<file path="src/rtl/codec_cfg_pkg.sv">
// codec_cfg_pkg: shared states, quarter phases and control-word layout for codec_cfg
package codec_cfg_pkg;
   localparam logic [2:0] S_PWRUP = 3'd0,
                          S_START = 3'd1,
                          S_BYTE  = 3'd2,
                          S_ACK   = 3'd3,
                          S_STOP  = 3'd4,
                          S_GAP   = 3'd5,
                          S_DONE  = 3'd6,
                          S_ERR   = 3'd7;
   localparam logic [1:0] Q0 = 2'd0,
                          Q1 = 2'd1,
                          Q2 = 2'd2,
                          Q3 = 2'd3;
   localparam int REG_W  = 7;
   localparam int DATA_W = 9;
   localparam int WORD_W = REG_W + DATA_W;
   localparam int IDX_W  = 4;

   // byte n of a frame: device address with write bit, then the control word high/low
   function automatic logic [7:0] frame_byte(input logic [1:0] n, input logic [6:0] addr,
                                             input logic [WORD_W-1:0] w);
      return (n == 2'd0) ? {addr, 1'b0} : (n == 2'd1) ? w[WORD_W-1:8] : w[7:0];
   endfunction
endpackage

</file>
<file path="src/rtl/codec_cfg_rom.sv">
// codec_cfg_rom: WM8731 power-up control words, {reg[6:0], data[8:0]}
module codec_cfg_rom
   import codec_cfg_pkg::*;
(
   input  logic [IDX_W-1:0]  i_idx,
   output logic [WORD_W-1:0] o_word
);
   always_comb
      case (i_idx)
         4'd0:    o_word = 16'h1E00;
         4'd1:    o_word = 16'h0C10;
         4'd2:    o_word = 16'h0017;
         4'd3:    o_word = 16'h0217;
         4'd4:    o_word = 16'h0479;
         4'd5:    o_word = 16'h0679;
         4'd6:    o_word = 16'h0812;
         4'd7:    o_word = 16'h0A00;
         4'd8:    o_word = 16'h0E02;
         4'd9:    o_word = 16'h1201;
         default: o_word = 16'h0000;
      endcase
endmodule

</file>
<file path="src/rtl/codec_cfg.sv">
// codec_cfg: power-up I2C configuration sequencer for the external audio codec
module codec_cfg
   import codec_cfg_pkg::*;
#(
   parameter int         QDIV      = 60,
   parameter int         PWRUP_DLY = 24000,
   parameter logic [6:0] I2C_ADDR  = 7'h1A,
   parameter int         NREG      = 10,
   parameter int         RETRY     = 3
) (
   input  logic CLK,
   input  logic RESET_N,
   input  logic start,
   input  logic sda_in,
   output logic scl_oe,
   output logic sda_oe,
   output logic busy,
   output logic done,
   output logic err
);
   localparam int CW = $clog2((PWRUP_DLY > QDIV ? PWRUP_DLY : QDIV) + 1);
   localparam int RW = $clog2(RETRY + 2);

   logic [2:0]        r_state;
   logic [CW-1:0]     r_cnt;
   logic [1:0]        r_q;
   logic [2:0]        r_bit;
   logic [1:0]        r_byte;
   logic [IDX_W-1:0]  r_idx;
   logic [RW-1:0]     r_retry;
   logic [1:0]        r_sync;
   logic              r_nak;
   logic [CW-1:0]     w_lim;
   logic              w_tick;
   logic [WORD_W-1:0] w_word;
   logic [7:0]        w_byte;
   logic              w_bit;

   codec_cfg_rom u_rom (
      .i_idx  (r_idx),
      .o_word (w_word)
   );

   // one shared counter times both the power-up delay and the SCL quarters
   always_comb begin
      w_lim  = (r_state == S_PWRUP) ? CW'(PWRUP_DLY - 1) : CW'(QDIV - 1);
      w_tick = r_cnt == w_lim;
      w_byte = frame_byte(r_byte, I2C_ADDR, w_word);
      w_bit  = w_byte[~r_bit];
   end

   always_ff @(posedge CLK or negedge RESET_N)
      if (!RESET_N) begin
         r_state <= S_PWRUP;
         r_cnt   <= '0;
         r_q     <= Q0;
         r_bit   <= '0;
         r_byte  <= '0;
         r_idx   <= '0;
         r_retry <= '0;
         r_sync  <= 2'b11;
         r_nak   <= 1'b0;
         scl_oe  <= 1'b0;
         sda_oe  <= 1'b0;
         busy    <= 1'b0;
         done    <= 1'b0;
         err     <= 1'b0;
      end else begin
         r_sync <= {r_sync[0], sda_in};
         r_cnt  <= w_tick ? '0 : r_cnt + 1'b1;
         if (w_tick) r_q <= r_q + 1'b1;
         case (r_state)
            S_PWRUP: if (w_tick) begin
               r_state <= S_START;
               r_q     <= Q0;
               busy    <= 1'b1;
            end
            S_START: if (w_tick) begin
               if (r_q == Q0) begin
                  sda_oe <= 1'b1;
                  r_byte <= '0;
                  r_nak  <= 1'b0;
               end
               if (r_q == Q3) begin
                  scl_oe  <= 1'b1;
                  r_state <= S_BYTE;
               end
            end
            S_BYTE: if (w_tick) begin
               if (r_q == Q0) sda_oe <= ~w_bit;
               if (r_q == Q1) scl_oe <= 1'b0;
               if (r_q == Q3) begin
                  scl_oe <= 1'b1;
                  r_bit  <= r_bit + 1'b1;
                  if (r_bit == 3'd7) r_state <= S_ACK;
               end
            end
            S_ACK: if (w_tick) begin
               if (r_q == Q0) sda_oe <= 1'b0;
               if (r_q == Q1) scl_oe <= 1'b0;
               if (r_q == Q2) r_nak <= r_sync[1];
               if (r_q == Q3) begin
                  scl_oe  <= 1'b1;
                  r_byte  <= r_byte + 1'b1;
                  r_state <= (r_nak || r_byte == 2'd2) ? S_STOP : S_BYTE;
               end
            end
            S_STOP: if (w_tick) begin
               if (r_q == Q0) sda_oe <= 1'b1;
               if (r_q == Q1) scl_oe <= 1'b0;
               if (r_q == Q2) sda_oe <= 1'b0;
               if (r_q == Q3) r_state <= S_GAP;
            end
            S_GAP: if (w_tick && r_q == Q3) begin
               if (r_nak) begin
                  if (r_retry == RW'(RETRY)) begin
                     r_state <= S_ERR;
                     err     <= 1'b1;
                     busy    <= 1'b0;
                  end else begin
                     r_retry <= r_retry + 1'b1;
                     r_state <= S_START;
                  end
               end else begin
                  r_retry <= '0;
                  if (r_idx == IDX_W'(NREG - 1)) begin
                     r_state <= S_DONE;
                     done    <= 1'b1;
                     busy    <= 1'b0;
                  end else begin
                     r_idx   <= r_idx + 1'b1;
                     r_state <= S_START;
                  end
               end
            end
            S_DONE, S_ERR: if (start) begin
               r_state <= S_START;
               r_cnt   <= '0;
               r_q     <= Q0;
               r_idx   <= '0;
               r_retry <= '0;
               done    <= 1'b0;
               err     <= 1'b0;
               busy    <= 1'b1;
            end
         endcase
      end
endmodule

</file>
<file path="config.mk">
export PLATFORM = sky130hd
export DESIGN_NAME = codec_cfg
export DESIGN_NICKNAME = d
export VERILOG_FILES = /design/src/rtl/codec_cfg_pkg.sv /design/src/rtl/codec_cfg_rom.sv /design/src/rtl/codec_cfg.sv
export SDC_FILE = /design/constraint.sdc
export NUM_CORES = 1
export LEC_CHECK = 0
export BUFFER_PORTS_ARGS = -buffer_cell sky130_fd_sc_hd__buf_4
export CAP_MARGIN = 20
export CORE_MARGIN = 1.5
export CORE_UTILIZATION = 60
export DETAILED_ROUTE_END_ITERATION = 10
export PLACE_DENSITY = 0.77
export SYNTH_ARGS = -nofsm -noshare
export SYNTH_HDL_FRONTEND = slang
export SYNTH_SLANG_ARGS = --single-unit
</file>
<file path="constraint.sdc">
create_clock -name CLK -period 5.1 [get_ports CLK]
set_clock_uncertainty 0.1 [all_clocks]
set_input_delay 0.765 -clock CLK [delete_from_list [all_inputs] [get_ports CLK]]
set_output_delay 0.765 -clock CLK [all_outputs]
set_load 0.02 [all_outputs]
</file>
==> out/metrics.yaml <==
pwr:
  leakage_power_nw: 1.30
  vdd_ir_drop_max_mv: 0.141
  power.net_switching_mw: 0.118
  cellInternalPower_mw: 0.418
  power_density_mw_per_mm2: 191
  share_clk_of_total_power: 0.390
  seqPwrFrac: 0.595
  swShare: 0.220
  power.combinational.fraction: 0.016
clock_network:
  cts_num_sinks: 40
  cts-root-buf: "sky130_fd_sc_hd__clkbuf_8"
  cts-buffers-inserted: 5
  clk_path_buf_depth: 2
  hold_buffers: 0
  clk_latency_ps: 300
  htreeDepth: 2
  clk_pin_slew_worst_paths_ps: 80
  tritoncts_clock_tree: "yes"
  cts.repair.resized: 0
  cts_post_setup_buffers_inserted: 0
finish:
  finish.instance_area_sq_mm: 0.00280
  flow.area_growth_from_synthesis_pct: 5.56
  post_route_cells_drive_above_1_share: 0.124
  final_nets: 308
  cell_count_final_fillers_out: 335
  final_core_util: 0.652
  antenna-diode-count: 0
routing:
  drcViolationCount: 0
  post_drt_wl_per_cell_um: 15.6
  wirelength_um: 5240
  dr_total_vias: 2024
  drt_pass1_iterations: 4
  drtIter0Drc: 96
  vias_per_cell: 6.04
  postRouteAntennaNets: 0
synthesis:
  synth_area_per_cell_sq_um: 9.51
  postSynth.topFlopCell: "sky130_fd_sc_hd__dfrtp_1"
  synth_fp_nets: 305
  synth_area_sq_mm: 0.00265
  synth.largest_area_cell: "sky130_fd_sc_hd__dfrtp_1"
  async_reset_ff_frac: 1.00
  synth.top_cells.by_count: "sky130_fd_sc_hd__dfrtp_1 (38), sky130_fd_sc_hd__nor2_1 (29), sky130_fd_sc_hd__ha_1 (22)"
  ys_warn_count: 0
  ys_seq_area_frac: 0.378
  postSynthRegisterBits: 40
  synth-edff-count: 0
  postSynthCellCount: 279
  most_numerous_cell_in_the_yosys_netlist: "sky130_fd_sc_hd__dfrtp_1"
  yosysUniqueCellTypes: 65
  yosysTopAreaCellShare: 0.358
  netlist_top_cells_area: "sky130_fd_sc_hd__dfrtp_1 (36%), sky130_fd_sc_hd__ha_1 (10%), sky130_fd_sc_hd__nor2_1 (4.1%)"
grt:
  grt_remaining_overflow: 0
  grt_max_degree: 41
  global_route_wire_length_before_repair_um: 9030
  grt_antenna_before_repair: 0
  via_count_of_the_first_global_routing_pass: 1912
  grt_use_total: 0.235
worst_setup_path:
  critPathLaunch: "r_state[1]"
  r2r_start: "r_state[1]"
  timing.critical_path.to_type: "flip-flop"
  critPathArrivalTime_ps: 2600
  crit_type: "reg -> reg"
  cp_cell_sequence: "or3_4 -> nor3_4 -> o21a_1 -> inv_6 -> o21ai_4 -> mux2_4"
  worst_path_largest_cell_delay_ps: 550
  critPathMaxFanout: 18
  nature_of_the_critical_path_startpoint: "flip-flop"
  critical_path_required_ps: 5180
  critical_path.slowest_cell: "sky130_fd_sc_hd__dfrtp_1"
place:
  buffer_ports.inserted: 8
  place_inst: 327
  place.detailed.hpwl_um: 3840
  pre_cts_slack_ps: 2610
  gp_routability_congestion: 0.896
  placedInstanceArea_sq_mm: 0.00272
die:
  core_region_area_sq_mm: 0.00429
  die_w_um: 69.5
  fp.dieH_um: 69.5
  start_util: 0.618
  fp.dieArea_sq_mm: 0.00483
  design.portCount: 9
  core.rowCount: 24
sta:
  unrepaired_setup_endpoints_after_global_routing: "false"
  max_clock_freq_ghz: 0.397
  fin_tns_setup_ps: 0
  min_period_ps: 2520
  slew_headroom: 0.657
  hold_viol: 0
  finalWorstSetupSlack_ps: 2580
  worstMarginPinSlew_ps: 513
  maxSlewViolCount: 0
  final_min_period_over_clock_period: 0.494
  setup_viol: 0
flow_run:
  max_cap_violations: 0
min_path:
  hold_path_class: "reg -> reg"
  worstHoldStart: "r_sync[0]"
run_status:
  outcome: "finished clean"
worst max-delay path, delay by kind of cell (launching register included):
family / cells / cell delay, ps
AOI/OAI and AO/OA: 2 / 660
buffers and inverters: 1 / 110
and+or+nand+nor: 2 / 650
DFF: 1 / 550
muxes: 1 / 320
registers in the layout (all words and copies together) (netlist names):
name / flops
busy: 1
done: 1
err: 1
r_bit: 3
r_byte: 2
r_cnt: 15
r_idx: 4
r_nak: 1
r_q: 2
r_retry: 3
r_state: 3
r_sync: 2
scl_oe: 1
sda_oe: 1
layout make-up:
| class | instances | area (sq um) |
|---|---|---|
| Sequential cell | 40 | 1000 |
| Tap cell | 52 | 65.1 |
| Inverter | 15 | 61.3 |
| Fill cell | 363 | 1490 |
| Clock buffer | 7 | 76.3 |
| Timing Repair Buffer | 8 | 60.1 |
| Clock inverter | 1 | 8.76 |
| Multi-Input combinational cell | 212 | 1530 |
per-stage QoR:
| stage | hold WS, ps | total power [mW] |
|---|---|---|
| 2_1_floorplan | 245 | 0.325 |
| 3_3_place_gp | 246 | 0.334 |
| 3_5_place_dp | 253 | 0.334 |
| 4_1_cts | 264 | 0.543 |
| 5_1_grt | 268 | 0.553 |
| 6_report | 262 | 0.536 |
cell usage in the layout, fill, tap and decap left out, drive strengths merged, types with 2 or more instances in the layout:
| cell | n |
|---|---|
| a211oi | 2 |
| a21oi | 13 |
| a31oi | 5 |
| and3 | 8 |
| buf | 8 |
| clkbuf | 7 |
| dfrtp | 38 |
| dfstp | 2 |
| ha | 22 |
| inv | 15 |
| mux2 | 7 |
| mux2i | 3 |
| nand2 | 19 |
| nand2b | 5 |
| nand3 | 14 |
| nand4 | 4 |
| nor2 | 29 |
| nor2b | 5 |
| nor3 | 4 |
| nor4 | 3 |
| o2111ai | 2 |
| o211ai | 4 |
| o21a | 6 |
| o21ai | 11 |
| o22ai | 3 |
| o31ai | 2 |
| o32ai | 2 |
| xnor2 | 7 |
| xor2 | 8 |
final timing paths:
check                                  end  slack (ps)  cells past startpoint
worst max-delay path            r_retry[1]        2580                      6
worst min-delay path             r_sync[1]         260                      0
worst max register to register  r_retry[1]        2580                      6
worst min register to register   r_sync[1]         260                      0
max in group asynchronous        r_sync[0]        4210                      1
min in group asynchronous         r_bit[0]         330                      1
power groups by stage:
stage	Sequential, mW	Combinational (mW)	Clock (mW)
2_1_floorplan	0.325	0.000419	0
3_3_place_gp	0.325	0.00874	0
3_5_place_dp	0.325	0.00883	0
4_1_cts	0.319	0.00884	0.215
5_1_grt	0.319	0.00994	0.224
6_report	0.319	0.00834	0.209
cell families (layout without fill, tap and decap cells):
family,after synthesis,in the layout,synth area share
flip-flops,40,40,0.378
AO/OA/AOI/OAI,65,65,0.174
AND/OR/NAND/NOR,100,100,0.202
adder cells (fa/ha/maj),22,22,0.104
XOR/XNOR,15,15,0.0495
buffers and inverters,27,31,0.0467
multiplexers,10,10,0.0453
routing by layer:
layer	wire length [um]	part of all wire	track usage	vias to the layer above
li1	-	-	-	1008
met4	67	0.013	0.0654	0
met2	2360	0.45	0.349	39
met3	183	0.035	0.0451	6
met5	0	0	0	-
met1	2620	0.50	0.351	971
No activity file was read; power rests on OpenSTA's default activity.
